<file path="src/rtl/counter_pkg.sv">
// Shared defaults and enumerations for the up/down counter block.
// Latency: n/a (types and constants only).
// Backpressure: n/a (no handshakes).
package counter_pkg;

    localparam int DEF_WIDTH   = 8;
    localparam int DEF_PRESC_W = 4;

    typedef enum logic {DIR_DOWN = 1'b0, DIR_UP = 1'b1} dir_t;
    typedef enum logic {MODE_WRAP = 1'b0, MODE_SAT = 1'b1} mode_t;

endpackage

</file>
<file path="src/rtl/tick_prescaler.sv">
// Clock-enable divider: tick is high on every (presc+1)th enabled cycle.
// Latency: tick is combinational from the registered prescaler count.
// Backpressure: none; en gates the advance, sync_clr restarts the count.
// Ports: clk, rst_n (async, active-low), en, presc (ratio minus one),
//        sync_clr (restart at 0), tick (count-enable strobe).
module tick_prescaler
    import counter_pkg::*;
#(
    parameter int PRESC_W = DEF_PRESC_W
) (
    input  logic               clk,
    input  logic               rst_n,
    input  logic               en,
    input  logic [PRESC_W-1:0] presc,
    input  logic               sync_clr,
    output logic               tick
);

    logic [PRESC_W-1:0] psc;

    // Equality only: if presc drops below psc the count must run all the way
    // round through 2^PRESC_W before it matches again.
    assign tick = en && (psc == presc);

    always_ff @(posedge clk or negedge rst_n) begin
        if (!rst_n) begin
            psc <= '0;
        end else if (sync_clr || tick) begin
            psc <= '0;
        end else if (en) begin
            psc <= psc + 1'b1;
        end
    end

endmodule

</file>
<file path="src/rtl/updown_counter.sv">
// Up/down modulo counter with wrap/saturate modes, load/clear and prescaled tick.
// Latency: value and tc update one clock after the qualifying tick/clear/load.
// Backpressure: none; en stalls the prescaler, clear > load > tick > hold.
// Ports: clk, rst_n (async, active-low), en, presc, dir, sat, limit, clear,
//        load, load_val; outputs value, tc (registered), at_zero, at_limit.
module updown_counter
    import counter_pkg::*;
#(
    parameter int WIDTH   = DEF_WIDTH,
    parameter int PRESC_W = DEF_PRESC_W
) (
    input  logic               clk,
    input  logic               rst_n,
    input  logic               en,
    input  logic [PRESC_W-1:0] presc,
    input  logic               dir,
    input  logic               sat,
    input  logic [WIDTH-1:0]   limit,
    input  logic               clear,
    input  logic               load,
    input  logic [WIDTH-1:0]   load_val,
    output logic [WIDTH-1:0]   value,
    output logic               tc,
    output logic               at_zero,
    output logic               at_limit
);

    logic             tick;
    dir_t             dir_e;
    mode_t            mode_e;
    logic [WIDTH-1:0] inc_val;
    logic [WIDTH-1:0] dec_val;
    logic [WIDTH-1:0] nxt_value;
    logic             nxt_tc;
    logic [WIDTH-1:0] load_clamp;

    tick_prescaler #(
        .PRESC_W (PRESC_W)
    ) u_tick_prescaler (
        .clk      (clk),
        .rst_n    (rst_n),
        .en       (en),
        .presc    (presc),
        .sync_clr (clear | load),
        .tick     (tick)
    );

    assign dir_e    = dir_t'(dir);
    assign mode_e   = mode_t'(sat);
    assign at_zero  = (value == '0);
    assign at_limit = (value == limit);

    assign load_clamp = (load_val > limit) ? limit : load_val;

    // Next state for a tick. inc_val/dec_val are only used where they cannot
    // overflow: up only when value < limit, down only when value > 0.
    always_comb begin
        inc_val   = value + 1'b1;
        dec_val   = value - 1'b1;
        nxt_value = value;
        nxt_tc    = 1'b0;
        if (value > limit) begin
            // Limit was lowered under the count: snap back in range.
            nxt_value = limit;
            nxt_tc    = 1'b1;
        end else if (dir_e == DIR_UP) begin
            if (value == limit) begin
                if (mode_e == MODE_WRAP) begin
                    nxt_value = '0;
                    nxt_tc    = 1'b1;
                end
            end else begin
                nxt_value = inc_val;
                nxt_tc    = (mode_e == MODE_SAT) && (inc_val == limit);
            end
        end else begin
            if (value == '0) begin
                if (mode_e == MODE_WRAP) begin
                    nxt_value = limit;
                    nxt_tc    = 1'b1;
                end
            end else begin
                nxt_value = dec_val;
                nxt_tc    = (mode_e == MODE_SAT) && (dec_val == '0);
            end
        end
    end

    always_ff @(posedge clk or negedge rst_n) begin
        if (!rst_n) begin
            value <= '0;
            tc    <= 1'b0;
        end else if (clear) begin
            value <= '0;
            tc    <= 1'b0;
        end else if (load) begin
            value <= load_clamp;
            tc    <= 1'b0;
        end else if (tick) begin
            value <= nxt_value;
            tc    <= nxt_tc;
        end else begin
            tc    <= 1'b0;
        end
    end

endmodule

</file>
<file path="config.mk">
export PLATFORM = sky130hd
export DESIGN_NAME = updown_counter
export DESIGN_NICKNAME = d
export VERILOG_FILES = /design/src/rtl/counter_pkg.sv /design/src/rtl/tick_prescaler.sv /design/src/rtl/updown_counter.sv
export SDC_FILE = /design/constraint.sdc
export NUM_CORES = 1
export LEC_CHECK = 0
export ABC_AREA = 1
export CAP_MARGIN = 20
export CELL_PAD_IN_SITES_DETAIL_PLACEMENT = 1
export CELL_PAD_IN_SITES_GLOBAL_PLACEMENT = 1
export CORE_MARGIN = 8
export CORE_UTILIZATION = 37
export DETAILED_ROUTE_END_ITERATION = 6
export PLACE_DENSITY_LB_ADDON = 0.1
export REMOVE_ABC_BUFFERS = 1
export SLEW_MARGIN = 20
export SYNTH_ARGS = -nofsm -noshare
export SYNTH_HDL_FRONTEND = slang
export SYNTH_SLANG_ARGS = --single-unit
export TNS_END_PERCENT = 100
</file>
<file path="constraint.sdc">
create_clock -name clk -period 2.26 [get_ports clk]
set_input_delay 0.452 -clock clk [delete_from_list [all_inputs] [get_ports clk]]
set_output_delay 0.452 -clock clk [all_outputs]
set_load 0.01 [all_outputs]
</file>
==> results.yml, run 1 <==
run_status:
  status: "completed"
yosys:
  yosys.area_share.simple_pct: 55.0
  async_flop_share_pct: 100
  ys.flop_type: "dfrtp_1"
  synth_top_area_share_pct: 21.7
  ys_types: 34
  synth_mux_area_share_pct: 0
  synth_top_area_cell: "nand2_1"
  synth-edff-count: 0
  syn_inst: 357
  netlist_area_um2: 2180
  synth_area_leaders: "nand2_1, dfrtp_1, nand3_1, ha_1, inv_1"
  syn_area_per_cell_um2: 6.10
  ys_seq_area_share_pct: 14.9
  synth_adder_area_share_pct: 12.1
  synth_top_family_by_area: "simple AND/OR/NAND/NOR gates"
  synth-seq-cells: 13
  synth_xor_area_share_pct: 1.21
  ys_warn_count: 0
  synth_compound_area_share_pct: 7.87
clocking:
  cts.sinks: 13
  insertion_delay_ns: 0.25
  cts_buffers: 3
  ctsHtreeMaxLevel: 1
  clk_pin_slew_ns: 0.06
  cts_tree: "done"
  cts_root_buffer: "clkbuf_8"
  clk_path_buf_depth: 2
global_route:
  grt_pass1_vias: 2756
  overflow: 0
  grt_util_all_layers_pct: 19.6
  grt_pass1_wl_mm: 13.6
  antenna_found_initial: 0
  grt_max_degree: 14
cells_and_area:
  layoutNonFillerInstCount: 509
  final_area_um2: 3130
  final_nets: 483
  areaGrowthSynthToFinish_pct: 43.9
  num_antenna_cells: 0
  finish.utilization_pct: 53.9
  drive_gt1_share_pct: 26.7
timing:
  tightest_slew_ns: 0.668
  min_period_ns: 2.18
  slew_headroom_pct: 55.3
  max_freq_mhz: 458
  setup_viol: 0
  hold_viol: 0
  finalClockSkew_ns: 0.00134
  period_share_pct: 96.7
  finalMaxSlewViolations: 0
critical_path:
  crit_path_frequent_cell: "nand2_1"
  critical_path_class: "in2reg"
  ff2ff_setup_slack_ns: 0.27
  crit_family: "buffers and inverters"
  regToRegStartpoint: "value[1]$_DFFE_PN0P_"
  crit_arrival_ns: 2.33
  reg2reg_depth: 15
  cp.required_ns: 2.40
  cp_slowest_cell: "clkdlybuf4s50_1"
  crit_path_cell_trace: "clkdlybuf4s50_1, inv_2, ha_4, nand2_2, nor2_4, buf_4, nand2_1, nand2_2, nand2_4, buf_4, nand2_4, nand2_1, nand3_1, nand2_1, nand2_1, nand2_1"
  path_buf_inv: 4
  slowest_delay_ns: 0.50
  path_max_fanout: 5
  start_kind: "input pin"
  end_kind: "flip-flop"
  r2r-end: "value[4]$_DFFE_PN0P_"
route:
  final_antenna_net_count: 0
  drcViolationCount: 0
  detail_route.wirelength_mm: 8.42
  first_iter_violations: 150
  viasPerCell: 5.16
  num_vias: 2625
  dr.pass1.iters: 4
  drt-wirelength-per-cell_um: 16.5
placement:
  numPortBuffers: 37
  place_area_um2: 2920
  dp.cells: 504
  dp_hpwl_mm: 6.98
  place_congestion: 0.880
floorplan:
  die_h_um: 92.7
  initial_core_util_pct: 37.4
  io_pins: 38
  fp.dieW_um: 92.7
  rows: 28
  dieArea_um2: 8590
  coreArea_um2: 5820
power_and_ir_drop:
  p_per_area_nw_per_um2: 486
  vdd_drop_max_mv: 0.251
  p_leak_nw: 1.59
min_path:
  hold_depth: 2
  whs_endpoint: "u_tick_prescaler.psc[3]$_DFFE_PN0P_"
  hold_class: "reg2reg"
  min-delay-start: "u_tick_prescaler.psc[3]$_DFFE_PN0P_"
run:
  maxCapViolCount: 0
-- cell families after synthesis --
logic type | after synthesis
flops | 13
simple gates | 246
xor+xnor | 3
compound gates | 28
fa+ha+maj | 21
buf+inv | 46
-- Yosys cell counts, types with 2 or more instances --
| cell type | n |
|---|---|
| o21a_1 | 2 |
| dfrtp_1 | 13 |
| nor3_1 | 2 |
| o21ai_0 | 5 |
| nand3_1 | 56 |
| buf_2 | 2 |
| nor2_4 | 5 |
| buf_4 | 3 |
| nor2_2 | 3 |
| xor2_1 | 2 |
| nand2_4 | 2 |
| nand2_1 | 126 |
| nor2_1 | 27 |
| inv_1 | 30 |
| ha_1 | 21 |
| nand4_1 | 4 |
| inv_2 | 8 |
| nand2_2 | 6 |
| or2_2 | 2 |
| nand3_2 | 8 |
| nor2_8 | 2 |
| a21oi_1 | 9 |
| o21ai_1 | 8 |
-- metrics by stage --
step	total power, W	setup slack [ns]	setup TNS, ns	hold WS (ns)
after detailed placement	0.00123	-0.435	-3.74	0.551
after global routing	0.00164	-0.0469	-0.0469	0.600
after CTS	0.00149	0.0161	0	0.574
final	0.00152	0.0751	0	0.567
after floorplan	0.000817	0.191	0	0.156
after global placement	0.00121	-0.413	-3.34	0.541
-- worst max-delay path by stage --
stage / start / end / slack [ns] / cells after the start
after floorplan: value[3]$_DFFE_PN0P_ / value[4]$_DFFE_PN0P_ / 0.19 / 10
after global placement: limit[7] / at_limit / -0.41 / 8
after detailed placement: limit[7] / at_limit / -0.44 / 8
after CTS: limit[1] / value[3]$_DFFE_PN0P_ / 0.02 / 17
after global routing: limit[5] / value[4]$_DFFE_PN0P_ / -0.05 / 16
final: limit[4] / value[4]$_DFFE_PN0P_ / 0.08 / 16
-- where the power goes --
group	total (W)	switching, W	internal (W)	leakage [nW]
Sequential	0.000282	0.0000259	0.000256	0.172
Combinational	0.00102	0.000599	0.000422	1.40
Clock	0.000220	0.0000953	0.000125	0.0228
-- worst register-to-register path, cell delays in order, from the launching register on --
cell and delay [ns]:
dfrtp_2 0.47, ha_4 0.29, inv_1 0.03, o21bai_1 0.17, nand2_1 0.08, nand2_1 0.07
nand2_1 0.06, nand2_2 0.10, nand2_4 0.08, buf_4 0.15, nand2_4 0.08, nand2_1 0.08
nand3_1 0.07, nand2_1 0.05, nand2_1 0.07, nand2_1 0.05
-- metal layers --
layer,track usage [%],vias to the layer above,share of wire [%]
met4,6.04,0,1.7
met1,24.9,1245,46
met2,34.2,54,49
met5,0,-,0
met3,1.70,10,3.9
li1,-,1316,-
-- what timing repair did --
item / in CTS / in global routing
setup endpoints to repair: 11 / 10
pin swaps: 5 / 11
hold buffers: 0 / 0
buffers inserted: 1 / 0
resized for setup: 18 / 29
-- registers in the layout (all words and copies together), names as in the netlist --
| name | flops |
|---|---|
| tc | 1 |
| u_tick_prescaler.psc | 4 |
| value | 8 |
-- area by class of cell --
cell class	instances	area (µm²)
clock buffer	4	45.0
fill	803	2680
inverter	39	146
sequential	13	327
multi-input combinational	298	1790
timing repair buffer	80	727
tap	75	93.8
-- placed cells by master, fill, tap and decap left out, drive strengths merged --
cell type      netlist  routed
nand2              134     134
nand3               65      65
buf                  6      44
inv                 38      38
nor2                37      37
clkdlybuf4s50        0      30
ha                  21      21
o21ai               14      14
dfrtp               13      13
a21oi               10      10
dlymetal6s2s         0       5
nand4                5       5
clkbuf               1       4
nor3                 3       3
o21a                 2       2
xor2                 2       2
or2                  2       2
clkinv               1       1
o21bai               1       1
xnor2                1       1
a22oi                1       1
dlygate4sd2          0       1
(Power assumes the default switching activity.)
==> inputs of run 2 (changes only) <==
--- a/config.mk
+++ b/config.mk
@@ -6,7 +6,6 @@
 export NUM_CORES = 1
 export LEC_CHECK = 0
 export ABC_AREA = 1
-export CAP_MARGIN = 20
 export CELL_PAD_IN_SITES_DETAIL_PLACEMENT = 1
 export CELL_PAD_IN_SITES_GLOBAL_PLACEMENT = 1
 export CORE_MARGIN = 8
==> results of run 2 <==
No change in the layout: final DEF, timing and power equal those of run 1.
==> inputs of run 3 (changes only) <==
--- a/config.mk
+++ b/config.mk
@@ -11,6 +11,7 @@
 export CORE_MARGIN = 8
 export CORE_UTILIZATION = 37
 export DETAILED_ROUTE_END_ITERATION = 6
+export GPL_TIMING_DRIVEN = 0
 export PLACE_DENSITY_LB_ADDON = 0.1
 export REMOVE_ABC_BUFFERS = 1
 export SLEW_MARGIN = 20
==> run 3 against run 2 <==
  * Clock-buffer cell count down 1
  * Sequential share of layout area is 1.3 points higher
  * Maximum frequency about the same
  * Core utilization fell by 4.2 points
  * Register-to-register slack got worse by 0.15 ns
  * Die area unchanged
  * Combinational power down 13%
  * Worst hold slack got worse by 0.0063 ns
  * Critical endpoint is now at_limit
  * Worst setup slack got worse by 0.0010 ns
==> results.yml, run 3 (synthesized netlist as in run 1, its figures left out) <==
global_route:
  grt_max_degree: 14
  overflow: 0
  grt_pass1_wl_mm: 12.7
  antenna_found_initial: 0
  grt_pass1_vias: 2536
  grt_util_all_layers_pct: 18.4
critical_path:
  end_kind: "output port"
  critical_path_class: "reg2out"
  path_max_fanout: 7
  crit_arrival_ns: 1.73
  reg2reg_depth: 13
  start_kind: "flip-flop"
  cp.required_ns: 1.81
timing:
  worst_slack_ns: 0.0741
  slew_headroom_pct: 59.8
  hold_viol: 0
  setup_viol: 0
  period_share_pct: 96.7
  min_period_ns: 2.19
  max_freq_mhz: 457
  finalMaxSlewViolations: 0
  tightest_slew_ns: 0.600
  finalClockSkew_ns: 0.00394
floorplan:
  coreArea_um2: 5820
  die_h_um: 92.7
  rows: 28
  dieArea_um2: 8590
  initial_core_util_pct: 37.4
  fp.dieW_um: 92.7
  io_pins: 38
clocking:
  cts.sinks: 13
  clk_path_buf_depth: 2
  cts_buffers: 3
  insertion_delay_ns: 0.24
  ctsHtreeMaxLevel: 1
  cts_root_buffer: "clkbuf_8"
  clk_pin_slew_ns: 0.06
  cts_tree: "done"
  cts_hold_buf: 0
cells_and_area:
  final_common_cell: "nand2_1"
  layout_common_cells: "nand2_1, nand3_1, clkdlybuf4s50_1"
  largest_reg_flops: 8
  regMostFlops: "value"
  final_area_um2: 2890
  drive_gt1_share_pct: 22.8
  reg_top3: "value: 8 flops, u_tick_prescaler.psc: 4 flops, tc: 1 flops"
  num_antenna_cells: 0
  areaGrowthSynthToFinish_pct: 32.5
  final_nets: 461
route:
  final_antenna_net_count: 0
  first_iter_violations: 71
  drcViolationCount: 0
  drt-wirelength-per-cell_um: 16.4
  dr.pass1.iters: 4
  num_vias: 2555
  viasPerCell: 5.25
  detail_route.wirelength_mm: 8.00
placement:
  numPortBuffers: 37
  place_area_um2: 2590
  dp_hpwl_mm: 6.17
  place_congestion: 0.811
  pre_cts_ws_ns: -1.15
power_and_ir_drop:
  vdd_drop_max_mv: 0.405
  p_per_area_nw_per_um2: 488
  p_leak_nw: 1.44
min_path:
  hold_depth: 2
  hold_class: "reg2reg"
run:
  maxCapViolCount: 0
run_status:
  status: "completed"
run 3: changes by cell type in the layout (fill, tap and decap cells not counted), sizes merged:
| cell | previous run | this run |
|---|---|---|
| clkinv | 1 | 2 |
| clkbuf | 4 | 6 |
| dlygate4sd2 | 1 | 3 |
| dlymetal6s2s | 5 | 0 |
| clkdlybuf4s15 | 0 | 3 |
| clkdlybuf4s50 | 30 | 27 |
| buf | 44 | 22 |
run 3: power breakdown:
group          switching (W)  internal, W
Sequential         0.0000503     0.000261
Combinational       0.000541     0.000348
Clock              0.0000863     0.000122
Total               0.000677     0.000730
run 3: critical path, stage by stage (launching register included):
cell	delay [ns]
dfrtp_2	0.49
ha_1	0.34
nand2_1	0.09
nor2_2	0.15
nand2_2	0.12
inv_4	0.08
clkdlybuf4s15_2	0.22
run 3: layer usage:
layer  share of wire, %  global-route usage (%)  vias to the layer above  wire [µm]
met5                  0                       0                        -          0
met1                 44                    23.8                     1224       3550
met2                 51                    33.2                       54       4040
li1                   -                       -                     1273          -
met4               0.53                    2.28                        0         42
met3                4.5                    1.62                        4        359
run 3: worst paths after layout:
path	startpoint	to	slack, ns
worst min-delay path	value[0]$_DFFE_PN0P_	value[0]$_DFFE_PN0P_	0.56
min in group asynchronous	rst_n	value[3]$_DFFE_PN0P_	0.59
max in group asynchronous	rst_n	value[3]$_DFFE_PN0P_	1.23
worst min register to register	value[0]$_DFFE_PN0P_	value[0]$_DFFE_PN0P_	0.56
worst max register to register	value[7]$_DFFE_PN0P_	value[6]$_DFFE_PN0P_	0.12
worst max-delay path	value[7]$_DFFE_PN0P_	at_limit	0.07
run 3: repair_timing:
action,4_1_cts,5_1_grt
setup endpoints to repair,11,9
buffers inserted,11,10
pin swaps,6,2
resized for setup,43,14
run 3: cell type report:
class                      instances  area (µm²)
clock buffer                       3        41.3
clock inverter                     1        5.00
tap                               75        93.8
multi-input combinational        298        1720
fill                             812        2930
timing repair buffer              58         536
sequential                        13         338
inverter                          39         151
run 3: per-stage QoR:
| stage | instances | hold slack (ns) | util [%] | total power, W | TNS, ns |
|---|---|---|---|---|---|
| after floorplan | 350 | 0.156 | - | 0.000817 | 0 |
| after global placement | 462 | 0.540 | 44.6 | 0.00109 | -9.25 |
| after detailed placement | 462 | 0.564 | 44.6 | 0.00111 | -9.66 |
| after CTS | 477 | 0.577 | 48.3 | 0.00137 | 0 |
| after global routing | 487 | 0.584 | 49.6 | 0.00152 | -0.00292 |
| final | 487 | 0.561 | 49.6 | 0.00141 | 0 |
